==> config.mk <==
export PLATFORM = sky130hd
export DESIGN_NAME = alt_vipitc131_common_mode_sequencer
export DESIGN_NICKNAME = d
export VERILOG_FILES = /design/src/rtl/alt_vipitc131_common_mode_sequencer.sv
export SDC_FILE = /design/constraint.sdc
export NUM_CORES = 1
export LEC_CHECK = 0
export BUFFER_PORTS_ARGS = -buffer_cell sky130_fd_sc_hd__buf_2
export CORE_MARGIN = 3
export CORE_UTILIZATION = 49
export CTS_CLUSTER_DIAMETER = 150
export DETAILED_ROUTE_END_ITERATION = 8
export PLACE_DENSITY = 0.76
export SETUP_SLACK_MARGIN = 0.1
export SYNTH_ARGS = -nofsm -noshare
export SYNTH_HDL_FRONTEND = slang
export SYNTH_SLANG_ARGS = --single-unit
==> constraint.sdc <==
create_clock -name clk -period 2 [get_ports clk]
set_input_delay 0.6 -clock clk [delete_from_list [all_inputs] [get_ports clk]]
set_output_delay 0.6 -clock clk [all_outputs]
set_load 0.01 [all_outputs]
==> src/rtl/alt_vipitc131_common_mode_sequencer.sv <==
// alt_vipitc131_common_mode_sequencer: arbitrates per-bank mode requests and commits them at frame boundaries.
// Define ALT_VIPITC131_MODE_TIMEOUT_EN to abandon a load that is not acknowledged within ACK_TIMEOUT cycles.
module alt_vipitc131_common_mode_sequencer #(
  parameter int NO_OF_MODES      = 3,
  parameter int LOG2_NO_OF_MODES = 2,
  parameter int ACK_TIMEOUT      = 1023
) (
  input  logic                        clk,
  input  logic                        rst_n,
  input  logic                        enable,
  input  logic [NO_OF_MODES-1:0]      mode_valid,
  input  logic [NO_OF_MODES-1:0]      mode_req,
  input  logic                        vid_eof,
  input  logic                        load_ack,
  output logic [NO_OF_MODES-1:0]      mode_onehot,
  output logic [LOG2_NO_OF_MODES-1:0] mode_binary,
  output logic                        load_req,
  output logic                        mode_change,
  output logic                        busy,
  output logic                        timeout_err
);
  localparam int N = NO_OF_MODES;
  localparam int L = LOG2_NO_OF_MODES;
  typedef enum logic [1:0] {IDLE, WAIT_ACK, RUN} state_t;
  state_t r_state, w_state_nxt;
  logic [N-1:0] r_pend, r_onehot, w_onehot_nxt, w_gnt_oh;
  logic [L-1:0] r_bin, w_bin_nxt, r_last, w_last_nxt, w_lo, w_hi, w_gidx;
  logic r_load, w_load_nxt, r_chg, w_chg_nxt, w_hi_any, w_grant, w_clear;

  if ((1 << L) <= N || N < 2 || ACK_TIMEOUT < 1) begin : g_bad_cfg
    $error("alt_vipitc131_common_mode_sequencer: illegal parameter set");
  end

  // Round-robin: lowest pending index above last_grant, else lowest pending overall.
  always_comb begin
    w_lo = '0;
    w_hi = '0;
    w_hi_any = 1'b0;
    for (int i = N - 1; i >= 0; i--) begin
      if (r_pend[i]) w_lo = L'(i);
      if (r_pend[i] && L'(i) > r_last) begin
        w_hi = L'(i);
        w_hi_any = 1'b1;
      end
    end
  end

  assign w_gidx   = w_hi_any ? w_hi : w_lo;
  assign w_gnt_oh = {{(N-1){1'b0}}, 1'b1} << w_gidx;

`ifdef ALT_VIPITC131_MODE_TIMEOUT_EN
  localparam int TW = $clog2(ACK_TIMEOUT + 1);
  logic [TW-1:0] r_cnt;
  logic r_tout, w_tout_nxt, w_expired;
  assign w_expired = (r_cnt == TW'(ACK_TIMEOUT - 1));
  always_ff @(posedge clk or negedge rst_n)
    if (!rst_n) begin
      r_cnt  <= '0;
      r_tout <= 1'b0;
    end else begin
      r_cnt  <= (r_state == WAIT_ACK) ? r_cnt + 1'b1 : '0;
      r_tout <= w_tout_nxt;
    end
  assign timeout_err = r_tout;
`else
  assign timeout_err = 1'b0;
`endif

  always_comb begin
    w_state_nxt = r_state;
    w_grant     = 1'b0;
    w_clear     = 1'b0;
    w_chg_nxt   = 1'b0;
    w_load_nxt  = r_load;
`ifdef ALT_VIPITC131_MODE_TIMEOUT_EN
    w_tout_nxt  = r_tout & enable;
`endif
    case (r_state)
      IDLE: w_grant = enable & (|r_pend);
      WAIT_ACK:
        if (load_ack) begin
          w_load_nxt  = 1'b0;
          w_chg_nxt   = 1'b1;
          w_state_nxt = RUN;
        end
`ifdef ALT_VIPITC131_MODE_TIMEOUT_EN
        else if (w_expired) begin
          w_load_nxt  = 1'b0;
          w_clear     = 1'b1;
          w_tout_nxt  = 1'b1;
          w_state_nxt = IDLE;
        end
`endif
      RUN:
        if (vid_eof) begin
          if (!enable || !(|(mode_valid & r_onehot))) begin
            w_clear     = 1'b1;
            w_state_nxt = IDLE;
          end else w_grant = |r_pend;
        end
      default: w_state_nxt = IDLE;
    endcase
    if (w_grant) begin
      w_state_nxt = WAIT_ACK;
      w_load_nxt  = 1'b1;
    end
  end

  assign w_onehot_nxt = w_grant ? w_gnt_oh : w_clear ? '0 : r_onehot;
  assign w_bin_nxt    = w_grant ? w_gidx + 1'b1 : w_clear ? '0 : r_bin;
  assign w_last_nxt   = w_grant ? w_gidx : r_last;

  // A request for the bank already on screen is dropped rather than queued.
  always_ff @(posedge clk or negedge rst_n)
    if (!rst_n) begin
      r_state  <= IDLE;
      r_pend   <= '0;
      r_onehot <= '0;
      r_bin    <= '0;
      r_last   <= L'(N - 1);
      r_load   <= 1'b0;
      r_chg    <= 1'b0;
    end else begin
      r_state  <= w_state_nxt;
      r_pend   <= mode_valid & ~r_onehot & ((r_pend & ~({N{w_grant}} & w_gnt_oh)) | mode_req);
      r_onehot <= w_onehot_nxt;
      r_bin    <= w_bin_nxt;
      r_last   <= w_last_nxt;
      r_load   <= w_load_nxt;
      r_chg    <= w_chg_nxt;
    end

  assign mode_onehot = r_onehot;
  assign mode_binary = r_bin;
  assign load_req    = r_load;
  assign mode_change = r_chg;
  assign busy        = (r_state != IDLE);
endmodule

==> key figures <==
STA
  – Final Skew: 0.000343 ns
  – RSZ-0062 raised after global routing: false
  – Setup TNS: 0 ns
  – Period utilization: 0.876
  – Final setup fails: 0
  – Minimum clock period: 1.75 ns
  – Hold_ws: 0.195 ns
  – Hold Fails Final Rpt: 0
  – Fmax achieved: about 0.57 GHz
  – Max-slew violations: 0

Pwr
  – PD cells: 1410 mW/mm²
  – Sequential Power Share: 0.415
  – Combinational Power Share: 0.413
  – Net Switching: between 0.4 and 0.5 mW
  – Internal power: 0.751 mW
  – Total power: around 1.2 mW
  – Maximum vdd drop: 0.613 mV
  – Leak Pwr: 0.447 nW
  – Switching Fraction: 0.371
  – Clk pwr share: 0.172

Routing
  – Top layer in use: met4
  – DR vias/cell: ~5.5
  – DR vias: between 500 and 600
  – ANT nets after route: 0
  – Met3 WL post-DR: 92 µm
  – Metal2 WL: 694 µm
  – DR pass1 iterations: 6
  – Final WL: 1490 µm
  – # DRC: 0
  – DRT met1 WL: 652 µm
  – Wire length per cell: approximately 14 µm
  – DR iter-0 viols: 16

Floorplan
  – Die height: approximately 44 µm
  – Initial Utilization: 0.532
  – Row Count: 13
  – Die extent in x: approximately 44 µm
  – I/O pin total: 20
  – Total core area: 0.00133 mm²
  – Die ar.: roughly 0.0019 mm²

Critical path
  – Arrival time worst endpoint: 1.15 ns
  – Reg-to-Reg End: mode_binary[1]$_DFFE_PN0P_
  – Crit path max fanout: 6
  – Worst reg2reg path startpoint: mode_onehot[1]$_DFFE_PN0P_
  – Startpoint Class: flip-flop
  – Reg2Reg Depth: 4
  – Worst setup EP type: output port
  – R2r setup slk: just over 0.3 ns
  – CP Class: reg2out
  – Data required, critical path: 1.40 ns

Global routing
  – Largest net degree at the start of global routing: 15
  – All-Layer GR Usage: 0.166
  – Vias in the first global route: 549
  – Grt total ovfl: 0
  – Initial antenna violation count: 0
  – First-pass GRT wire length: 2260 µm

Finish
  – Final instance area: 850 µm²
  – Nets: 103
  – Syn-to-layout area delta: 19.8%
  – ANT cells: 0
  – Fillcell total: 111
  – Final std cells w/o fill: around 100
  – Layout cells sized above 1: 0.341

Placed design
  – Placer Congestion: 0.783
  – Placed cell areas: 813 µm²
  – Input/output buffers: 18
  – DP Cell Count: approximately 100

Clocking
  – Clk slew on worst S/H paths: 0.08 ns
  – Num CTS Buffers: 3
  – Root buf cell: clkbuf_4
  – Postcts setup bufs: 0
  – Clk buf depth: 2
  – CTS tree: yes
  – Worst-Skew Late Latency: 0.28 ns
  – # resized after CTS: 0
  – Hold-fix buffers at CTS: 0
  – H-tree levels: 1
  – # clock sinks: 14

Hold path
  – Hold WC Path Type: in2async

Logic synthesis
  – Sequential-to-total area share from yosys stat: 0.496
  – Syn Nets: 81
  – Mapped Area: 709 µm²
  – Syn_area_per_cell: 10.6 µm²
  – Yosys reg bits: 14
  – Cells after Synth: 67
  – Synth Warn #: 0
  – Synth unique cells: 29

Flow run
  – Max_cap viols: 0

Status
  – Outcome: finished clean
## cell families (layout without fill, tap and decap cells)
kind of cell	Yosys count	count (layout)	synth area share
AO/OA/AOI/OAI	22	22	0.240
adder cells (fa/ha/maj)	3	3	0.0529
buffers and inverters	11	32	0.0652
flip-flops	14	14	0.496
multiplexers	2	2	0.0300
other	1	1	0.00529
AND/OR/NAND/NOR	14	14	0.111
## worst max-delay path: stages (launching register included)
cell     delay, ns
dfrtp_1       0.45
or2_2         0.29
buf_2         0.14
## layout by cell type (no fill, tap or decap), types with 2 or more instances in the layout
| master | synthesis | final |
|---|---|---|
| buf_2 | 1 | 18 |
| a31oi_1 | 3 | 3 |
| nand3_1 | 2 | 2 |
| clkbuf_4 | 0 | 3 |
| nor2_1 | 2 | 2 |
| inv_1 | 9 | 9 |
| ha_1 | 3 | 3 |
| dfrtp_1 | 13 | 13 |
| nor2b_1 | 4 | 4 |
| a21oi_1 | 2 | 2 |
| o21ai_0 | 4 | 4 |
| nand2_1 | 2 | 2 |
| a22o_1 | 5 | 5 |
## power groups by stage
stage	sequential, mW	combinational [mW]	clock [mW]
floorplan	0.512	0.307	0
global placement	0.498	0.475	0
detailed placement	0.500	0.487	0
CTS	0.496	0.498	0.209
global route	0.513	0.537	0.224
finish	0.495	0.493	0.205
## state kept, by name (all words and copies together), names as in the netlist
register and count:
r_last 2, load_req 1, mode_binary 2, mode_onehot 3, mode_change 1, r_state 2
r_pend 3
## worst max-delay path by stage
stage	start	endpoint	slack, ns	cells after the start
global route	r_state[0]$_DFFE_PN0P_	busy	0.21	2
finish	r_state[0]$_DFFE_PN0P_	busy	0.25	2
floorplan	mode_valid[1]	mode_onehot[0]$_DFFE_PN0P_	0.32	4
global placement	mode_valid[1]	mode_binary[1]$_DFFE_PN0P_	0.13	5
detailed placement	mode_valid[1]	mode_binary[1]$_DFFE_PN0P_	0.08	5
CTS	r_state[0]$_DFFE_PN0P_	busy	0.24	2
## layout make-up
cell class                 instances  area [µm²]  share of cell area
sequential                        14         352               0.414
inverter                           9        33.8              0.0398
timing repair buffer              19        97.6               0.115
clock buffer                       4        36.3              0.0427
multi-input combinational         42         312               0.367
tap                               15        18.8              0.0221
## stage by stage
step / setup slack, ns / utilization
3_3_place_gp: 0.132 / 0.610
6_report: 0.248 / 0.637
2_1_floorplan: 0.315 / -
3_5_place_dp: 0.0763 / 0.610
4_1_cts: 0.244 / 0.637
5_1_grt: 0.210 / 0.637
## synth_stat cells
library cell / number / area share
mux2_2: 1 / 0.016
mux2i_1: 1 / 0.014
buf_2: 1 / 0.0070
nand3_1: 2 / 0.014
ha_1: 3 / 0.053
inv_1: 9 / 0.048
o21ai_0: 4 / 0.028
or3_1: 1 / 0.0088
nor2_1: 2 / 0.011
o21a_1: 1 / 0.011
dfstp_2: 1 / 0.037
dfrtp_1: 13 / 0.46
buf_4: 1 / 0.011
nand2_1: 2 / 0.011
conb_1: 1 / 0.0053
nor3b_1: 1 / 0.011
or2_2: 1 / 0.0088
nor2b_1: 4 / 0.035
a31oi_1: 3 / 0.026
a311oi_2: 1 / 0.021
a222oi_1: 1 / 0.014
a22o_1: 5 / 0.062
a21oi_1: 2 / 0.014
a2111o_1: 1 / 0.016
a21o_1: 1 / 0.011
o31ai_1: 1 / 0.011
a31o_2: 1 / 0.012
and2b_2: 1 / 0.012
a22o_2: 1 / 0.014
## metal layers
metal,track usage,up-vias
li1,-,283
met1,0.185,256
met2,0.273,21
met3,0.0325,7
met4,0.133,0
met5,0,-
Note: power is estimated with default switching activity, not from simulation.
